===== config.mk =====
export PLATFORM = sky130hd
export DESIGN_NAME = mem_port_arbiter
export DESIGN_NICKNAME = d
export VERILOG_FILES = /design/src/rtl/mem_port_arbiter_pkg.sv /design/src/rtl/mem_arb_pick.sv /design/src/rtl/mem_port_arbiter.sv
export SDC_FILE = /design/constraint.sdc
export NUM_CORES = 1
export LEC_CHECK = 0
export ABC_AREA = 1
export CORE_AREA = 2 2 108 110
export DETAILED_ROUTE_END_ITERATION = 8
export DIE_AREA = 0 0 110 112
export PLACE_DENSITY = 0.63
export SLEW_MARGIN = 5
export SYNTH_ARGS = -nofsm -noshare
export SYNTH_HDL_FRONTEND = slang
export SYNTH_SLANG_ARGS = --single-unit

===== constraint.sdc =====
create_clock -name clk -period 2.8 [get_ports clk]
set_clock_uncertainty 0.05 [all_clocks]
set_input_delay 0.56 -clock clk [delete_from_list [all_inputs] [get_ports clk]]
set_output_delay 0.56 -clock clk [all_outputs]
set_load 0.05 [all_outputs]

===== src/rtl/mem_port_arbiter_pkg.sv =====
// Shared encodings and constants for the IF / MEM-stage RAM port arbiter.
// Holds the owner encoding, the reset level, grant vector indices and the default RAM word.
package mem_port_arbiter_pkg;

    typedef enum logic [1:0] {
        OWN_NONE = 2'd0,
        OWN_IF   = 2'd1,
        OWN_D    = 2'd2
    } owner_e;

    localparam logic RST_ENABLE = 1'b0;

    localparam int BE_W  = 4;
    localparam int LAT_W = 3;

    localparam int GNT_IF = 0;
    localparam int GNT_D  = 1;

    localparam logic [31:0] ZERO_WORD = 32'h0000_0000;

    // Window is open while idle or in the response cycle of the read in flight.
    function automatic logic window_is_open(input logic [LAT_W-1:0] lat);
        return lat <= LAT_W'(1);
    endfunction

endpackage


===== src/rtl/mem_arb_pick.sv =====
// Combinational winner select between the fetch and data ports.
// if_pref breaks a tie towards IF (starvation flag or round-robin last-grant).
module mem_arb_pick
    import mem_port_arbiter_pkg::*;
(
    input  logic       window_open,
    input  logic       if_req,
    input  logic       d_req,
    input  logic       if_pref,
    output logic [1:0] gnt
);

    always_comb begin
        gnt = '0;
        if (window_open) begin
            if (if_req && d_req) begin
                if (if_pref) begin
                    gnt[GNT_IF] = 1'b1;
                end else begin
                    gnt[GNT_D] = 1'b1;
                end
            end else begin
                gnt[GNT_IF] = if_req;
                gnt[GNT_D]  = d_req;
            end
        end
    end

endmodule


===== src/rtl/mem_port_arbiter.sv =====
// Shares one single-port RAM between the IF fetch port and the MEM load/store port.
// Define MEM_ARB_RR_EN for round-robin ties; otherwise data wins with an IF starvation guard.
module mem_port_arbiter
    import mem_port_arbiter_pkg::*;
#(
    parameter int ADDR_W     = 32,
    parameter int DATA_W     = 32,
    parameter int MEM_LAT    = 1,
    parameter int STARVE_MAX = 4
) (
    input  logic              clk,
    input  logic              arst_n,
    input  logic              if_req_i,
    input  logic [ADDR_W-1:0] if_addr_i,
    output logic              if_gnt_o,
    output logic              if_rvalid_o,
    output logic [DATA_W-1:0] if_rdata_o,
    input  logic              d_req_i,
    input  logic              d_we_i,
    input  logic [ADDR_W-1:0] d_addr_i,
    input  logic [DATA_W-1:0] d_wdata_i,
    input  logic [BE_W-1:0]   d_be_i,
    output logic              d_gnt_o,
    output logic              d_rvalid_o,
    output logic [DATA_W-1:0] d_rdata_o,
    output logic              mem_en_o,
    output logic              mem_we_o,
    output logic [ADDR_W-1:0] mem_addr_o,
    output logic [DATA_W-1:0] mem_wdata_o,
    output logic [BE_W-1:0]   mem_be_o,
    input  logic [DATA_W-1:0] mem_rdata_i,
    output logic              stall_if_o,
    output logic              stall_mem_o
);

    localparam logic [LAT_W-1:0] LAT_LOAD = LAT_W'(MEM_LAT);

    logic [LAT_W-1:0] lat_cnt_reg, lat_cnt_next;
    owner_e           owner_reg, owner_next;

    logic       run;
    logic       window_open;
    logic       if_pref;
    logic [1:0] gnt;
    logic       d_store;
    logic       rd_gnt;
    logic       resp_cycle;

    // Everything is held quiet while reset is asserted, even with requests present.
    assign run         = (arst_n != RST_ENABLE);
    assign window_open = run && window_is_open(lat_cnt_reg);

`ifdef MEM_ARB_RR_EN
    logic last_d_reg, last_d_next;

    assign if_pref = last_d_reg;

    always_comb begin
        last_d_next = last_d_reg;
        if (d_gnt_o) begin
            last_d_next = 1'b1;
        end else if (if_gnt_o) begin
            last_d_next = 1'b0;
        end
    end

    // Reset as "IF granted last" so the data port takes the first tie.
    always_ff @(posedge clk) begin
        if (arst_n == RST_ENABLE) begin
            last_d_reg <= 1'b0;
        end else begin
            last_d_reg <= last_d_next;
        end
    end
`else
    localparam int STARVE_W = $clog2(STARVE_MAX + 1);
    localparam logic [STARVE_W-1:0] STARVE_LIM = STARVE_W'(STARVE_MAX);

    logic [STARVE_W-1:0] starve_cnt_reg, starve_cnt_next;

    assign if_pref = (starve_cnt_reg == STARVE_LIM);

    always_comb begin
        starve_cnt_next = starve_cnt_reg;
        if (!if_req_i || if_gnt_o) begin
            starve_cnt_next = '0;
        end else if (d_gnt_o && (starve_cnt_reg != STARVE_LIM)) begin
            starve_cnt_next = starve_cnt_reg + STARVE_W'(1);
        end
    end

    always_ff @(posedge clk) begin
        if (arst_n == RST_ENABLE) begin
            starve_cnt_reg <= '0;
        end else begin
            starve_cnt_reg <= starve_cnt_next;
        end
    end
`endif

    mem_arb_pick u_pick (
        .window_open (window_open),
        .if_req      (if_req_i),
        .d_req       (d_req_i),
        .if_pref     (if_pref),
        .gnt         (gnt)
    );

    assign if_gnt_o = gnt[GNT_IF];
    assign d_gnt_o  = gnt[GNT_D];
    assign d_store  = d_gnt_o & d_we_i;
    assign rd_gnt   = if_gnt_o | (d_gnt_o & ~d_we_i);

    assign mem_en_o    = if_gnt_o | d_gnt_o;
    assign mem_we_o    = d_store;
    assign mem_addr_o  = d_gnt_o ? d_addr_i : (if_gnt_o ? if_addr_i : '0);
    assign mem_wdata_o = d_store ? d_wdata_i : '0;

    // Reads always fetch the full word; stores pass their lane enables through.
    for (genvar gi = 0; gi < BE_W; gi++) begin : g_be
        assign mem_be_o[gi] = mem_en_o & (~d_store | d_be_i[gi]);
    end

    assign resp_cycle  = run && (lat_cnt_reg == LAT_W'(1));
    assign if_rvalid_o = resp_cycle && (owner_reg == OWN_IF);
    assign d_rvalid_o  = resp_cycle && (owner_reg == OWN_D);
    assign if_rdata_o  = if_rvalid_o ? mem_rdata_i : DATA_W'(ZERO_WORD);
    assign d_rdata_o   = d_rvalid_o  ? mem_rdata_i : DATA_W'(ZERO_WORD);

    assign stall_if_o  = run & if_req_i & ~if_gnt_o;
    assign stall_mem_o = run & ((d_req_i & ~d_gnt_o) |
                                ((owner_reg == OWN_D) && (lat_cnt_reg > LAT_W'(1))));

    // A new read in the response cycle reloads the counter instead of letting it expire.
    always_comb begin
        lat_cnt_next = lat_cnt_reg;
        owner_next   = owner_reg;
        if (rd_gnt) begin
            lat_cnt_next = LAT_LOAD;
            owner_next   = if_gnt_o ? OWN_IF : OWN_D;
        end else if (lat_cnt_reg != '0) begin
            lat_cnt_next = lat_cnt_reg - LAT_W'(1);
            if (lat_cnt_reg == LAT_W'(1)) begin
                owner_next = OWN_NONE;
            end
        end
    end

    always_ff @(posedge clk) begin
        if (arst_n == RST_ENABLE) begin
            lat_cnt_reg <= '0;
            owner_reg   <= OWN_NONE;
        end else begin
            lat_cnt_reg <= lat_cnt_next;
            owner_reg   <= owner_next;
        end
    end

endmodule


==> impl_metrics.prom <==
# TYPE chip_impl_metric gauge
chip_impl_metric{name="drive_above_1_share",unit="%"} 26.9
chip_impl_metric{name="finalCriticalPeriod",unit="ns"} 2.68
chip_impl_metric{name="post_synthesis_register_bit_count",unit=""} 8
chip_impl_metric{name="fillerInstances",unit=""} 999
chip_impl_metric{name="cts.sink_count",unit=""} 8
chip_impl_metric{name="postSynthAreaPerCell",unit="um2"} 4.57
chip_impl_info{name="post_synth_main_area_contributors",value="sky130_fd_sc_hd__nand2_1, sky130_fd_sc_hd__nor2_1, sky130_fd_sc_hd__inv_1"} 1
chip_impl_metric{name="worst_ep_arrival_time",unit="ns"} 2.07
chip_impl_info{name="cp_cell_sequence",value="clkdlybuf4s50_1, nand2_1, a21oi_2, nand2_2, inv_4, buf_4, nand2_1, nand2_1, buf_12"} 1
chip_impl_info{name="holdCritPathClass",value="flop to flop"} 1
chip_impl_metric{name="grtUsageMet2",unit="%"} 34.8
chip_impl_info{name="cell_with_the_biggest_individual_delay_on_the_critical_path",value="sky130_fd_sc_hd__clkdlybuf4s50_1"} 1
chip_impl_metric{name="p_per_area",unit="nW/um2"} 408
chip_impl_metric{name="postSynthNetCount",unit=""} 518
chip_impl_metric{name="synth.area.mux_share",unit="%"} 0
chip_impl_metric{name="xor_xnor_share_of_the_synthesized_area",unit="%"} 0
chip_impl_metric{name="place_hpwl",unit="um"} 9740
chip_impl_metric{name="cp_data_required_time",unit="ns"} 2.19
chip_impl_metric{name="clk_transition_reported_paths",unit="ns"} 0.04
chip_impl_metric{name="edff_count_synth",unit=""} 0
chip_impl_metric{name="post_synth_inst_count",unit=""} 376
chip_impl_info{name="clock-root-buffer",value="sky130_fd_sc_hd__clkbuf_16"} 1
chip_impl_metric{name="die_y",unit="um"} 112
chip_impl_metric{name="timing_worst_slew_pin_value",unit="ns"} 0.326
chip_impl_info{name="top_usage_layer",value="met2"} 1
chip_impl_metric{name="max_cap_violations",unit=""} 0
chip_impl_metric{name="drt_first_iter_violations",unit=""} 120
chip_impl_info{name="critical-path-top-delay-family",value="buffers and inverters"} 1
chip_impl_metric{name="htree_num_levels",unit=""} 1
chip_impl_metric{name="crit_path_max_incr_delay",unit="ns"} 0.53
chip_impl_metric{name="grt_antenna_before_repair",unit=""} 0
chip_impl_metric{name="dr.pass1.iters",unit=""} 6
chip_impl_metric{name="globalRoute.totalOverflow",unit=""} 0
chip_impl_metric{name="drt.antenna.violating_nets",unit=""} 0
chip_impl_metric{name="finalSetupTns",unit="ns"} 0
chip_impl_metric{name="area_growth",unit="%"} 264
chip_impl_info{name="cp_capture_type",value="output port"} 1
chip_impl_metric{name="core_region_area",unit="um2"} 11200
chip_impl_info{name="tritoncts",value="done"} 1
chip_impl_metric{name="postCtsHoldBufs",unit=""} 0
chip_impl_info{name="synth_top_area_cell",value="sky130_fd_sc_hd__nand2_1"} 1
chip_impl_metric{name="chipWidth",unit="um"} 110
chip_impl_metric{name="grt.met1_usage",unit="%"} 14.4
chip_impl_info{name="critical_path.most_common_cell",value="sky130_fd_sc_hd__nand2_1"} 1
chip_impl_metric{name="place.port_buffers",unit=""} 276
chip_impl_metric{name="max_slew_violations",unit=""} 0
chip_impl_metric{name="share_of_synthesized_cell_area_in_and_or_nand_and_nor_gates",unit="%"} 58.8
chip_impl_metric{name="finalHoldViolCount",unit=""} 0
chip_impl_metric{name="synth_compound_gate_area_share",unit="%"} 2.62
chip_impl_metric{name="largest_net_degree_at_the_start_of_global_routing",unit=""} 33
chip_impl_metric{name="finalWirelength",unit="um"} 10900
chip_impl_metric{name="ys_types",unit=""} 22
chip_impl_info{name="run_status",value="completed"} 1
chip_impl_metric{name="routed_wire_length_per_instance",unit="um"} 13.6
chip_impl_metric{name="synth_top_cell_area_share",unit="%"} 26.2
chip_impl_metric{name="globalRouteMet3Util",unit="%"} 5.62
chip_impl_metric{name="seq_area_frac_synth",unit="%"} 9.33
chip_impl_metric{name="io-pin-count",unit=""} 277
chip_impl_metric{name="total_leakage_power",unit="nW"} 3.00
chip_impl_metric{name="yosys_warnings",unit=""} 0
chip_impl_metric{name="cts.repair_timing.setup_buffer_count",unit=""} 0
chip_impl_metric{name="finalCritPeriodShare",unit="%"} 95.7
chip_impl_metric{name="whs",unit="ns"} 0.438
chip_impl_metric{name="initial_utilization",unit="%"} 15.4
chip_impl_metric{name="netlist_area",unit="um2"} 1720
chip_impl_metric{name="nets",unit=""} 802
chip_impl_metric{name="timing.fmax",unit="MHz"} 373
chip_impl_metric{name="cts-buffers-inserted",unit=""} 3
chip_impl_info{name="setup.worst_path.start_class",value="primary input"} 1
chip_impl_metric{name="placement_rows",unit=""} 39
chip_impl_metric{name="vdd.ir_drop.worst",unit="V"} 0.000370
chip_impl_metric{name="critical_path.max_fanout",unit=""} 8
chip_impl_metric{name="clock_latency",unit="ns"} 0.23
chip_impl_info{name="rsz0062_at_grt",value="no"} 1
chip_impl_metric{name="timing.max_slew.rel_slack",unit="%"} 78.3
chip_impl_metric{name="setup_viol_count_final",unit=""} 0
chip_impl_metric{name="die-area",unit="um2"} 12300
chip_impl_metric{name="path_buf_inv",unit=""} 4
chip_impl_info{name="synth-main-ff-cell",value="sky130_fd_sc_hd__dfxtp_1"} 1
chip_impl_metric{name="async_flop_share",unit="%"} 0
chip_impl_metric{name="cts.path.max_buffers",unit=""} 2
chip_impl_metric{name="overall_fraction_of_global_route_tracks_in_use",unit="%"} 16.5
chip_impl_metric{name="first_global_vias",unit=""} 3434
chip_impl_info{name="path_class",value="primary input to output port"} 1
chip_impl_metric{name="place_congestion",unit=""} 0.913
chip_impl_metric{name="antennaDiodeCount",unit=""} 0
chip_impl_metric{name="post_cts_resized",unit=""} 0
chip_impl_info{name="largest_family_of_logic_cells_by_synthesized_area",value="simple AND/OR/NAND/NOR gates"} 1
chip_impl_metric{name="drc",unit=""} 0
chip_impl_metric{name="detailroute.via_count",unit=""} 3263
chip_impl_metric{name="first_pass_grt_wire_length",unit="um"} 16100
chip_impl_metric{name="synthAdderAreaFrac",unit="%"} 3.64
chip_impl_metric{name="routed_via_density",unit=""} 4.07
## cells in the final DEF (no fill, tap or decap), types with 2 or more instances in the layout
cell	n
sky130_fd_sc_hd__buf_12	143
sky130_fd_sc_hd__clkdlybuf4s50_1	135
sky130_fd_sc_hd__nand2_1	120
sky130_fd_sc_hd__nor2_1	111
sky130_fd_sc_hd__inv_1	82
sky130_fd_sc_hd__buf_4	15
sky130_fd_sc_hd__dfxtp_1	8
sky130_fd_sc_hd__a21oi_1	6
sky130_fd_sc_hd__nand4_1	5
sky130_fd_sc_hd__ha_1	5
sky130_fd_sc_hd__nand3_1	4
sky130_fd_sc_hd__nor2_2	4
sky130_fd_sc_hd__clkbuf_16	4
sky130_fd_sc_hd__inv_4	2
sky130_fd_sc_hd__o21ai_0	2
## tightest hold or removal path, delay by kind of cell, from the launching register on
family             cells  cell delay (ns)
AOI/OAI and AO/OA      1             0.05
and+or+nand+nor        1             0.07
DFF                    1             0.32
## power breakdown
group          internal [mW]  switching [mW]
Combinational          0.977            1.17
Clock                  0.184          0.0592
Sequential             0.140          0.0218
Total                   1.30            1.25
## metal layers
layer | up-vias | share of wire, %
met5 | - | 0
met3 | 8 | 11
met4 | 0 | 1.4
met2 | 172 | 57
met1 | 1453 | 30
li1 | 1630 | -
## logic make-up after synthesis
logic type	Yosys count
buffers and inverters	102
adders and majority gates	5
and+or+nand+nor	252
AOI/OAI and AO/OA	9
DFF	8
## path summary, 6_finish.rpt
path | from | to | slack, ns | cells after the start
setup / recovery | if_req_i | mem_addr_o[25] | 0.12 | 9
setup reg to reg | lat_cnt_reg[1] | starve_cnt_reg[1] | 1.15 | 10
hold / removal | owner_reg[1] | owner_reg[1] | 0.44 | 2
hold reg to reg | owner_reg[1] | owner_reg[1] | 0.44 | 2
## layout make-up
class / count / area, um2 / share of cell area, %
timing repair buffer: 295 / 4360 / 69.9
multi-input combinational: 266 / 1130 / 18.2
inverter: 86 / 333 / 5.33
tap: 143 / 179 / 2.87
sequential: 8 / 160 / 2.56
clock buffer: 3 / 75.1 / 1.20
## stage by stage
step | utilization (%) | cells | area, um2 | setup slack, ns | total power [mW]
after global placement | 54.8 | 797 | 6120 | 0.0640 | 2.25
final | 55.9 | 801 | 6240 | 0.122 | 2.55
after global routing | 55.9 | 801 | 6240 | 0.00672 | 2.68
after CTS | 55.5 | 800 | 6200 | 0.0358 | 2.54
after floorplan | - | 376 | 1720 | 0.0335 | 1.18
after detailed placement | 54.8 | 797 | 6120 | 0.0396 | 2.29
## cells in the mapped netlist, types with 2 or more instances
cell and n:
sky130_fd_sc_hd__nand4_1 5, sky130_fd_sc_hd__a21oi_1 7, sky130_fd_sc_hd__nor2_1 114, sky130_fd_sc_hd__nand3_1 4, sky130_fd_sc_hd__inv_1 82, sky130_fd_sc_hd__inv_2 3, sky130_fd_sc_hd__buf_6 3, sky130_fd_sc_hd__nor2_2 2
sky130_fd_sc_hd__ha_1 5, sky130_fd_sc_hd__o21ai_0 2, sky130_fd_sc_hd__dfxtp_1 8, sky130_fd_sc_hd__buf_2 7, sky130_fd_sc_hd__nand2_1 120, sky130_fd_sc_hd__buf_4 6
Note: power is estimated with default switching activity, not from simulation.
